==> src/rtl/ifu_pkg.sv <==
// rtl/ifu_pkg.sv - shared types and constants for the instruction fetch unit
package ifu_pkg;

    localparam int INSTR_BYTES = 4;
    localparam int IFU_XLEN    = 32;

    typedef enum logic {
        HALT = 1'b0,
        RUN  = 1'b1
    } fetch_state_t;

    typedef struct packed {
        logic [IFU_XLEN-1:0] instr;
        logic [IFU_XLEN-1:0] pc;
    } fetch_entry_t;

endpackage

==> src/rtl/fetch_fifo.sv <==
// rtl/fetch_fifo.sv - in-order sync FIFO with flush, used for prefetch and in-flight PCs
module fetch_fifo
    import ifu_pkg::*;
#(
    parameter type entry_t  = fetch_entry_t,
    parameter int  DEPTH    = 4,
    localparam int CW       = $clog2(DEPTH) + 1
) (
    input  logic          clk,
    input  logic          reset,
    input  logic          push,
    input  entry_t        wdata,
    input  logic          pop,
    input  logic          flush,
    output entry_t        rdata,
    output logic          full,
    output logic          empty,
    output logic [CW-1:0] count
);

    localparam int AW = CW - 1;

    entry_t        mem [DEPTH];
    logic [CW-1:0] wptr;
    logic [CW-1:0] rptr;

    // Pointers carry one extra wrap bit so full and empty stay distinguishable.
    always_ff @(posedge clk or posedge reset) begin
        if (reset) begin
            wptr <= '0;
            rptr <= '0;
        end else if (flush) begin
            wptr <= '0;
            rptr <= '0;
        end else begin
            if (push) wptr <= wptr + CW'(1);
            if (pop)  rptr <= rptr + CW'(1);
        end
    end

    // A push into a full FIFO with a same-cycle pop lands in the slot being read out.
    always_ff @(posedge clk) begin
        if (push && !flush) mem[wptr[AW-1:0]] <= wdata;
    end

    assign rdata = mem[rptr[AW-1:0]];
    assign count = wptr - rptr;
    assign empty = (wptr == rptr);
    assign full  = (count == CW'(DEPTH));

endmodule

==> src/rtl/instr_fetch_unit.sv <==
// rtl/instr_fetch_unit.sv - PC owner, credit-limited fetch issue and prefetch buffer
// Optional performance counters are enabled by defining IFU_PERF_CNT_EN.
module instr_fetch_unit
    import ifu_pkg::*;
#(
    parameter int                    ADDR_WIDTH = 32,
    parameter int                    DATA_WIDTH = 32,
    parameter logic [ADDR_WIDTH-1:0] RESET_PC   = '0,
    parameter int                    FIFO_DEPTH = 4
) (
    input  logic                  clk,
    input  logic                  reset,
    input  logic                  fetch_en,
    output logic                  imem_req_valid,
    input  logic                  imem_req_ready,
    output logic [ADDR_WIDTH-1:0] imem_req_addr,
    input  logic                  imem_resp_valid,
    input  logic [DATA_WIDTH-1:0] imem_resp_data,
    input  logic                  redirect_valid,
    input  logic [ADDR_WIDTH-1:0] redirect_pc,
    output logic                  out_valid,
    input  logic                  out_ready,
    output logic [DATA_WIDTH-1:0] out_instr,
    output logic [ADDR_WIDTH-1:0] out_pc
`ifdef IFU_PERF_CNT_EN
    ,
    output logic [31:0]           perf_fetch_cnt,
    output logic [31:0]           perf_stall_cnt,
    output logic [31:0]           perf_flush_cnt
`endif
);

    localparam int            CW      = $clog2(FIFO_DEPTH) + 1;
    localparam logic [CW:0]   DEPTH_C = (CW+1)'(FIFO_DEPTH);

    typedef struct packed {
        logic [DATA_WIDTH-1:0] instr;
        logic [ADDR_WIDTH-1:0] pc;
    } entry_t;

    fetch_state_t          state;
    fetch_state_t          state_next;
    logic [ADDR_WIDTH-1:0] pc;
    logic [CW-1:0]         drop_cnt;
    logic [CW-1:0]         pf_count;
    logic [CW-1:0]         outstanding;
    logic [CW:0]           credit_used;
    logic                  pf_full;
    logic                  pf_empty;
    logic                  aq_full;
    logic                  aq_empty;
    entry_t                pf_wdata;
    entry_t                pf_head;
    logic [ADDR_WIDTH-1:0] aq_head;
    logic                  req_fire;
    logic                  resp_keep;
    logic                  pop;
    logic                  unused_redirect_bits;

    assign credit_used    = {1'b0, pf_count} + {1'b0, outstanding};
    assign imem_req_valid = (state == RUN) && !redirect_valid && (credit_used < DEPTH_C);
    assign imem_req_addr  = pc;
    assign req_fire       = imem_req_valid && imem_req_ready;

    assign out_valid = !pf_empty && !redirect_valid;
    assign pop       = out_valid && out_ready;
    assign out_instr = pf_empty ? '0 : pf_head.instr;
    assign out_pc    = pf_empty ? '0 : pf_head.pc;

    // Responses that belong to fetches issued before a redirect are discarded.
    assign resp_keep = imem_resp_valid && !redirect_valid && (drop_cnt == '0);
    assign pf_wdata  = {imem_resp_data, aq_head};

    assign unused_redirect_bits = &{1'b0, redirect_pc[1:0]};

    fetch_fifo #(
        .entry_t (entry_t),
        .DEPTH   (FIFO_DEPTH)
    ) u_prefetch (
        .clk   (clk),
        .reset (reset),
        .push  (resp_keep),
        .wdata (pf_wdata),
        .pop   (pop),
        .flush (redirect_valid),
        .rdata (pf_head),
        .full  (pf_full),
        .empty (pf_empty),
        .count (pf_count)
    );

    // Every accepted request leaves its PC here until its response returns.
    fetch_fifo #(
        .entry_t (logic [ADDR_WIDTH-1:0]),
        .DEPTH   (FIFO_DEPTH)
    ) u_inflight (
        .clk   (clk),
        .reset (reset),
        .push  (req_fire),
        .wdata (pc),
        .pop   (imem_resp_valid),
        .flush (1'b0),
        .rdata (aq_head),
        .full  (aq_full),
        .empty (aq_empty),
        .count (outstanding)
    );

    always_comb begin
        state_next = state;
        case (state)
            HALT:    if (fetch_en)  state_next = RUN;
            RUN:     if (!fetch_en) state_next = HALT;
            default: state_next = HALT;
        endcase
    end

    always_ff @(posedge clk or posedge reset) begin
        if (reset) begin
            state    <= HALT;
            pc       <= RESET_PC;
            drop_cnt <= '0;
        end else begin
            state <= state_next;
            if (redirect_valid) begin
                pc       <= {redirect_pc[ADDR_WIDTH-1:2], 2'b00};
                drop_cnt <= outstanding - CW'(imem_resp_valid);
            end else begin
                if (req_fire) pc <= pc + ADDR_WIDTH'(INSTR_BYTES);
                if (imem_resp_valid && (drop_cnt != '0)) drop_cnt <= drop_cnt - CW'(1);
            end
        end
    end

`ifdef IFU_PERF_CNT_EN
    always_ff @(posedge clk or posedge reset) begin
        if (reset) begin
            perf_fetch_cnt <= '0;
            perf_stall_cnt <= '0;
            perf_flush_cnt <= '0;
        end else begin
            if (pop && (perf_fetch_cnt != '1))
                perf_fetch_cnt <= perf_fetch_cnt + 32'd1;
            if ((state == RUN) && pf_empty && (perf_stall_cnt != '1))
                perf_stall_cnt <= perf_stall_cnt + 32'd1;
            if (redirect_valid && (perf_flush_cnt != '1))
                perf_flush_cnt <= perf_flush_cnt + 32'd1;
        end
    end
`endif

    a_resp_fits: assert property (@(posedge clk) disable iff (reset)
        (imem_resp_valid && !redirect_valid && (drop_cnt == '0)) |-> (!pf_full || pop));
    a_resp_expected: assert property (@(posedge clk) disable iff (reset)
        imem_resp_valid |-> !aq_empty);
    a_req_tracked: assert property (@(posedge clk) disable iff (reset)
        req_fire |-> !aq_full);

endmodule

==> config.mk <==
export PLATFORM = sky130hd
export DESIGN_NAME = instr_fetch_unit
export DESIGN_NICKNAME = d
export VERILOG_FILES = /design/src/rtl/ifu_pkg.sv /design/src/rtl/fetch_fifo.sv /design/src/rtl/instr_fetch_unit.sv
export SDC_FILE = /design/constraint.sdc
export NUM_CORES = 1
export LEC_CHECK = 0
export CAP_MARGIN = 20
export CELL_PAD_IN_SITES_DETAIL_PLACEMENT = 1
export CELL_PAD_IN_SITES_GLOBAL_PLACEMENT = 1
export CORE_ASPECT_RATIO = 1.4
export CORE_MARGIN = 2
export CORE_UTILIZATION = 35
export CTS_CLUSTER_DIAMETER = 60
export DETAILED_ROUTE_END_ITERATION = 12
export PLACE_DENSITY = 0.6
export SLEW_MARGIN = 20
export SYNTH_ARGS = -nofsm -noshare
export SYNTH_HDL_FRONTEND = slang
export SYNTH_SLANG_ARGS = --single-unit
==> constraint.sdc <==
create_clock -name clk -period 9.53 [get_ports clk]
set_input_delay 1.906 -clock clk [delete_from_list [all_inputs] [get_ports clk]]
set_output_delay 1.906 -clock clk [all_outputs]
set_load 0.005 [all_outputs]
* Word level (Yosys, flattened, before mapping)
Memory sizes are Yosys's and may differ from the RTL's. Cells that the tools add are included.
Word-level totals: flip-flop bits (word level) 48, latch bits 0, RAM bits 384, bits in read-only memories 0, input bits 71, output and inout bits 98, word-level logic and storage cells 53, memories kept 2
Memory list:
- u_prefetch.mem | words 4, width 64, read ports 1, clocked after Yosys merged registers in 0, wr ports 1, line fetch_fifo.sv:23 | entry_t mem [DEPTH];
- u_inflight.mem | words 4, width 32, read ports 1, clocked after Yosys merged registers in 0, wr ports 1, line fetch_fifo.sv:23
Cells by class: add/subtract/negate cells 10, multipliers 0, divide/modulo/power cells 0, magnitude comparators 1, equal/unequal tests 1, shifts and indexed selects 0, mux-type cells 15, bitwise operators 0, reductions and logical operators 17
Operators with widths (count):
- 32-bit two-way mux | 4
- 32-bit by 3-bit adder with 32-bit output (second input constant) | 1
- 3-bit two-way mux | 6
- 3-bit by 1-bit adder with 3-bit output (second input constant) | 4
- 1-bit logical AND | 9
- 2-bit nonzero test | 4
- 3-bit subtractor | 2
- 1-bit two-way mux | 5
- 3-bit by 3-bit adder with 4-bit output | 1
- 4-bit by 3-bit < comparator with 1-bit output (second input constant) | 1
- 3-bit equality test | 1
- 3-bit logical NOT | 1
- 3-bit nonzero test | 1
- 3-bit by 1-bit subtractor with 3-bit output | 1
- 3-bit by 1-bit subtractor with 3-bit output (second input constant) | 1
- 1-bit logical NOT | 2

* Depth between registers and ports, before layout
Gate-level depths: netlist (run 1).
depth after elaboration 7, depth in mapped cells 14, depth with buffers taken out 12

* By module
From an unflattened synthesis (run 1), not the netlist that was laid out.
Second synthesis, totals: cell total of the unflattened synthesis 925, area, all modules 17484.3 µm²
By module, submodules not included:
- fetch_fifo at u_prefetch | instances 1, cells each 379, area an instance 9711.8 µm², sequential area each 7837.5 µm²
- fetch_fifo at u_inflight | instances 1, cells each 213, area an instance 5126.2 µm², sequential area each 3993.8 µm²
- instr_fetch_unit | instances 1, cells each 333, area an instance 2646.3 µm², sequential area each 850.8 µm²

* Least setup slack after synthesis (run 1)
Ideal clock, no wire load.
path type input to register, start point in redirect_valid, end point mem u_prefetch.mem[3][10] (netlist name), enable pin, setup time 0.558 ns, arrival time 6.551 ns, data required time 8.972 ns, slack 2.421 ns, cell stages on the path 3, path buffers 2, cells stage by stage clkbuf_1 > clkbuf_1 > nor3_1
Between the ends: cells in the longest elaborated chain, start to end 6
Ends and longest elaborated chain:
- start, declared | line instr_fetch_unit.sv:19 | input logic redirect_valid,
- 1-bit logical NOT * | line fetch_fifo.sv:43, instr_fetch_unit.sv:71
- 1-bit logical AND (2 in a row) | line instr_fetch_unit.sv:71 | assign resp_keep = imem_resp_valid && !redirect_valid && (drop_cnt == '0);
- 1-bit logical AND * | line fetch_fifo.sv:43 | if (push && !flush) mem[wptr[AW-1:0]] <= wdata;
- 1-bit two-way mux * | line fetch_fifo.sv:43
- 1-bit two-way mux (not written as such) * | line fetch_fifo.sv:43
- end, declared | line fetch_fifo.sv:23
Every way passes the cells marked *; elsewhere a longest branch is shown, timed or not.

* Final worst setup path (run 1)
start point reg u_inflight.rptr[1], end point out imem_req_valid
Between the ends: cells in the longest elaborated chain, start to end 4
Ends and longest elaborated chain:
- start, declared | line fetch_fifo.sv:25 | logic [CW-1:0] rptr;
- start signal, assigned | line fetch_fifo.sv:37 | if (pop) rptr <= rptr + CW'(1);
- 3-bit subtractor | line fetch_fifo.sv:47 | assign count = wptr - rptr;
- 3-bit by 3-bit adder with 4-bit output | line instr_fetch_unit.sv:60 | assign credit_used = {1'b0, pf_count} + {1'b0, outstanding};
- 4-bit by 3-bit < comparator with 1-bit output | line instr_fetch_unit.sv:61 | assign imem_req_valid = (state == RUN) && !redirect_valid && (credit_used < DEPTH_C);
- 1-bit logical AND | line instr_fetch_unit.sv:61
- end, declared | line instr_fetch_unit.sv:14 | output logic imem_req_valid,
No other way between the ends.

==> results_dict.tcl, run 1 <==
set metrics [dict create \
    seq_power_share 0.471 \
    cts_buffers 41 \
    timing.rr.start "u_inflight.rptr[1]" \
    rows 94 \
    placed_area_um2 18900 \
    power.density_nw_per_um2 247 \
    cts_resized 0 \
    drv_cap 0 \
    antennaDiodeCount 0 \
    groute.usage.overall 0.155 \
    setup_viol 0 \
    io_buffers 162 \
    via_per_inst 5.01 \
    worst-endpoint-arrival_ns 4.25 \
    switchingPower_mw 1.35 \
    crit_start "u_inflight.rptr[1]" \
    synth.distinct_cells 46 \
    maxSlewViolCount 0 \
    start_util 0.353 \
    drive_above_1_share 0.174 \
    reg2regPathDepth 8 \
    fin_crit_ns 6.15 \
    final_cell_mix "368 x edfxtp_1, 161 x clkdlybuf4s50_1, 92 x mux4_2" \
    crit_path_end_kind "primary output" \
    drt_wl_total_mm 37.5 \
    fin_skew_ns 0.0254 \
    critical_path_class "reg -> out" \
    worstPathRequired_ns 7.62 \
    reg2reg_to "u_inflight.mem[3][18]" \
    synth_area_um2 16500 \
    cp_max_fo 32 \
    grt_max_degree 66 \
    cts_sinks 414 \
    clkPwrFrac 0.305 \
    fin_area_um2 20100 \
    ys_seq_area_frac 0.738 \
    drc_errors 0 \
    hold_class "reg -> reg" \
    cts_tree "done" \
    dieArea_um2 49000 \
    synthCells 872 \
    yosysWarnings 0 \
    rsz0062_at_grt "false" \
    grt_pass1_wl_mm 57.5 \
    fmax_mhz 163 \
    firstDrtPassIters 4 \
    dp_hpwl_mm 22.9 \
    ys_ff_latch 414 \
    htreeDepth 2 \
    clock-root-buffer "clkbuf_16" \
    layout_commonest_cell "edfxtp_1" \
    r2r_slack_ns 4.81 \
    status "complete, no violations" \
    clock_latency_ns 0.55 \
    peakVddDrop_mv 0.136 \
    path_clk_slew_ns 0.06 \
    ant_nets 0 \
    yosys.area.top_type "edfxtp_1" \
    grt-ovfl-total 0 \
    synth_edf_count 368 \
    cts_buffer_depth 3 \
    pwr-share-comb 0.223 \
    relSlewSlack 0.333 \
    leakagePower_nw 6.47 \
    antenna_found_initial 0 \
    vias 8544 \
    finalNetCount 1142 \
    io_pins 169 \
    fillers 4523 \
    switching_share 0.273 \
    ys_async_sr_fraction 0.111 \
    synth_area_leaders "edfxtp_1 67%, mux4_2 13%, dfrtp_1 7.0%, nor2b_1 2.3%, ha_1 1.5%" \
    synthToLayoutAreaGrowth_pct 21.7 \
    tightest_slew_ns 0.997 \
    wl_per_cell_um 22.0 \
    yosysTopAreaCellShare 0.669 \
    gp_congestion 0.762 \
    synth_area_per_cell_um2 19.0 \
    dr.first_iter.drc_count 403 \
    hold_buffers 0 \
    fin_crit_sh 0.646 \
    cts_setup_buffers 0 \
    fin_tns_setup_ns 0 \
    endpoint "imem_req_valid" \
    fp.dieH_um 261 \
    ys.flop_type "edfxtp_1" \
    grt_pass1_vias 9310 \
    die_w_um 188 \
    internal_power_mw 3.61 \
    startpoint_type "register" \
    hold_violations 0 \
    core_area_um2 46800 \
]
cell families after synthesis:
logic type | synth area share
buffers and inverters | 0.0160
adders and majority gates | 0.0176
xor gates and xnor gates | 0.00742
DFF | 0.738
muxes | 0.129
and+or+nand+nor | 0.0646
AOI/OAI and AO/OA | 0.0271
other | 0.000227
how the worst min path moves through the flow:
stage,from,slack (ns),to,cells after the start
floorplan,u_inflight.wptr[2],0.46,u_inflight.wptr[2],1
global placement,u_inflight.wptr[2],0.47,u_inflight.wptr[2],1
detailed placement,u_inflight.wptr[2],0.48,u_inflight.wptr[2],1
CTS,u_inflight.wptr[2],0.49,u_inflight.wptr[2],1
global route,u_inflight.wptr[2],0.51,u_inflight.wptr[2],1
finish,u_inflight.wptr[2],0.49,u_inflight.wptr[2],1
cell type report:
| class | instances | area, um^2 | area share |
|---|---|---|---|
| Sequential cell | 414 | 12200 | 0.607 |
| Multi-Input combinational cell | 395 | 4090 | 0.203 |
| Timing Repair Buffer | 177 | 1730 | 0.0859 |
| Clock buffer | 52 | 1090 | 0.0540 |
| Tap cell | 624 | 781 | 0.0388 |
| Clock inverter | 22 | 151 | 0.00752 |
| Inverter | 20 | 76.3 | 0.00379 |
flip-flops by register name, indices dropped and copies added, names as in the netlist:
name / flops
state: 1
u_prefetch.wptr: 3
u_prefetch.rptr: 3
u_inflight.mem: 120
drop_cnt: 3
u_inflight.rptr: 3
imem_req_addr: 30
u_inflight.wptr: 3
u_prefetch.mem: 248
power groups by stage:
stage / combinational [mW] / clock, mW / sequential (mW)
after detailed placement: 1.15 / 0 / 2.38
after CTS: 1.15 / 1.56 / 2.34
final: 1.11 / 1.52 / 2.34
after global routing: 1.24 / 1.62 / 2.36
after floorplan: 0.688 / 0 / 2.30
after global placement: 1.12 / 0 / 2.38
per-stage QoR:
step | worst slack, ns | std cells | hold WS, ns | util | power [mW]
floorplan | 2.42 | 875 | 0.461 | - | 2.98
global placement | 3.87 | 1630 | 0.475 | 0.403 | 3.50
detailed placement | 3.85 | 1630 | 0.477 | 0.403 | 3.53
CTS | 3.25 | 1704 | 0.488 | 0.430 | 5.05
global route | 3.12 | 1704 | 0.506 | 0.430 | 5.21
finish | 3.38 | 1704 | 0.486 | 0.430 | 4.96
routing by layer:
layer	part of all wire	track usage	vias up
li1	-	-	3828
met1	0.41	0.188	4490
met2	0.53	0.283	178
met3	0.037	0.0243	48
met4	0.025	0.0501	0
met5	0	0	-
worst max-delay path, cell delays in order (launching register included):
cell and delay [ns]:
dfrtp_2 0.90, inv_1 0.20, fa_1 0.47, xor2_1 0.16, xnor2_1 0.27, ha_1 0.30, nor4b_1 0.62, and3_1 0.28
clkdlybuf4s50_1 0.50
cell usage after synthesis (2+ instances only):
library cell	count
dfrtp_1	46
clkbuf_1	29
a21oi_1	6
buf_4	4
a211o_1	2
inv_1	20
o31a_1	2
o21ai_0	17
xor2_1	6
nor3_1	3
a221o_1	6
mux4_2	92
a32oi_1	2
nand2_1	41
a31oi_1	5
nor2_1	23
and3_1	5
nor4_1	3
xnor2_1	8
or4_1	4
o211ai_1	5
nor2b_1	62
buf_1	12
and4_1	4
nand3b_1	2
ha_1	20
mux2i_1	6
nand4_1	9
fa_1	2
edfxtp_1	368
and2_1	8
a21o_1	3
nand3_1	21
o311ai_0	13
nor4b_1	2
Power figures use the tool's default switching activity.
==> run 2, diff against run 1 <==
--- a/config.mk
+++ b/config.mk
@@ -13,7 +13,7 @@
 export CORE_UTILIZATION = 35
 export CTS_CLUSTER_DIAMETER = 60
 export DETAILED_ROUTE_END_ITERATION = 12
-export PLACE_DENSITY = 0.6
+export PLACE_DENSITY = 0.62
 export SLEW_MARGIN = 20
 export SYNTH_ARGS = -nofsm -noshare
 export SYNTH_HDL_FRONTEND = slang
==> constraint.sdc (replaced) <==
create_clock -name clk -period 5.3 [get_ports clk]
set_input_delay 1.06 -clock clk [delete_from_list [all_inputs] [get_ports clk]]
set_output_delay 1.06 -clock clk [all_outputs]
set_load 0.005 [all_outputs]
==> results_dict.tcl, run 2 (same netlist as run 1, synthesis figures left out) <==
set metrics [dict create \
    tightest_slew_ns 1.03 \
    final_cell_mix "368 x edfxtp_1, 161 x clkdlybuf4s50_1, 92 x mux4_2" \
    drt_wl_total_mm 36.9 \
    dp_hpwl_mm 22.8 \
    drive_above_1_share 0.180 \
    antennaDiodeCount 0 \
    startpoint_type "register" \
    fin_crit_ns 4.76 \
    io_pins 169 \
    wl_per_cell_um 21.5 \
    antenna_found_initial 0 \
    ant_nets 0 \
    status "complete, no violations" \
    path_clk_slew_ns 0.07 \
    crit_chain "inv_1 > ha_1 > inv_1 > fa_1 > xor2_1 > xnor2_1 > ha_1 > nor4b_1 > and3_1 > clkdlybuf4s50_1" \
    cts_setup_buffers 0 \
    rsz0062_at_grt "false" \
    critical-path-top-delay-family "adder cells" \
    via_per_inst 5.00 \
    drc_errors 0 \
    grt_pass1_vias 9555 \
    dieArea_um2 49000 \
    clock-root-buffer "clkbuf_16" \
    reg2regPathDepth 13 \
    min_delay_path_depth 1 \
    relSlewSlack 0.312 \
    firstDrtPassIters 4 \
    grt_pass1_wl_mm 57.3 \
    dp_cells 1636 \
    groute.usage.overall 0.153 \
    core_area_um2 46800 \
    hold_class "reg -> reg" \
    rows 94 \
    fillers 4586 \
    grt-ovfl-total 0 \
    setup_viol 0 \
    die_w_um 188 \
    leakagePower_nw 6.55 \
    maxSlewViolCount 0 \
    fin_skew_ns 0.0236 \
    htreeDepth 2 \
    fin_tns_setup_ns 0 \
    cp_num_cells 10 \
    cts_buffer_depth 3 \
    final_core_util 0.433 \
    largest_reg_flops 248 \
    fmax_mhz 210 \
    max_stage_delay_ns 0.54 \
    drv_cap 0 \
    worst-endpoint-arrival_ns 3.70 \
    hold_violations 0 \
    critical_path_class "reg -> out" \
    io_buffers 162 \
    synthToLayoutAreaGrowth_pct 22.7 \
    cts_resized 0 \
    worstPathRequired_ns 4.24 \
    fp.dieH_um 261 \
    fin_cells 1714 \
    grt_max_degree 63 \
    gp_congestion 0.767 \
    fin_crit_sh 0.899 \
    power.density_nw_per_um2 449 \
    crit_buf_inv 3 \
    cp_max_fo 4 \
    cts_sinks 414 \
    layout_commonest_cell "edfxtp_1" \
    peakVddDrop_mv 0.211 \
    finalNetCount 1149 \
    cts_buffers 42 \
    cp_slowest_cell "nor4b_1" \
    cts_tree "done" \
    start_util 0.353 \
    hold_buffers 0 \
    dr.first_iter.drc_count 418 \
    crit_path_end_kind "primary output" \
    clock_latency_ns 0.56 \
    power_mw 9.11 \
    vias 8574 \
]
[run 2: cell types whose count changed in the layout (fill, tap and decap cells not counted), sizes merged]
cell      delta
clkbuf       -9
clkinv       +5
bufinv       +2
clkinvlp     +5
buf          +6
inv          +1
[run 2: worst paths after layout]
path	start	to	slack, ns
max	u_inflight.wptr[0]	imem_req_valid	0.54
min	u_inflight.wptr[2]	u_inflight.wptr[2]	0.49
max reg2reg	u_inflight.wptr[0]	imem_req_addr[8]	1.37
min reg2reg	u_inflight.wptr[2]	u_inflight.wptr[2]	0.49
max in group asynchronous	reset	u_prefetch.rptr[0]	3.82
min in group asynchronous	reset	imem_req_addr[28]	0.99
[run 2: power by group]
| group | switching, mW | internal, mW |
|---|---|---|
| clock | 1.28 | 1.61 |
| sequential | 0.184 | 3.95 |
| combinational | 1.04 | 1.05 |
[run 2: cell type report]
type / count / area, um^2 / share of cell area
Sequential cell: 414 / 12200 / 0.602
Clock buffer: 43 / 1050 / 0.0520
Inverter: 20 / 75.1 / 0.00370
Tap cell: 624 / 781 / 0.0385
Timing Repair Buffer: 183 / 1790 / 0.0881
Multi-Input combinational cell: 395 / 4090 / 0.202
Clock inverter: 35 / 288 / 0.0142
[run 2: worst register-to-register path: cells and delay by family, from the launching register on]
kind	cells	cell delay [ns]
compound gates	2	0.52
xor+xnor	2	0.41
fa+ha+maj	3	0.84
buf+inv	3	0.51
flops	1	0.40
simple gates	3	1.15
[run 2: per-stage QoR]
step / setup WS (ns) / hold slack, ns / cell area (um^2)
6_report: 0.535 / 0.486 / 20300
5_1_grt: 0.307 / 0.515 / 20300
4_1_cts: 0.429 / 0.492 / 20300
3_5_place_dp: 1.04 / 0.479 / 18900
3_3_place_gp: 1.06 / 0.484 / 18900
2_1_floorplan: 0.745 / 0.461 / 16500
[run 2: layer usage]
metal / global-route usage / vias up / wire, um
li1: - / 3838 / -
met3: 0.0222 / 63 / 1320
met2: 0.274 / 203 / 19100
met1: 0.187 / 4470 / 15200
met5: 0 / - / 0
met4: 0.0591 / 0 / 1310
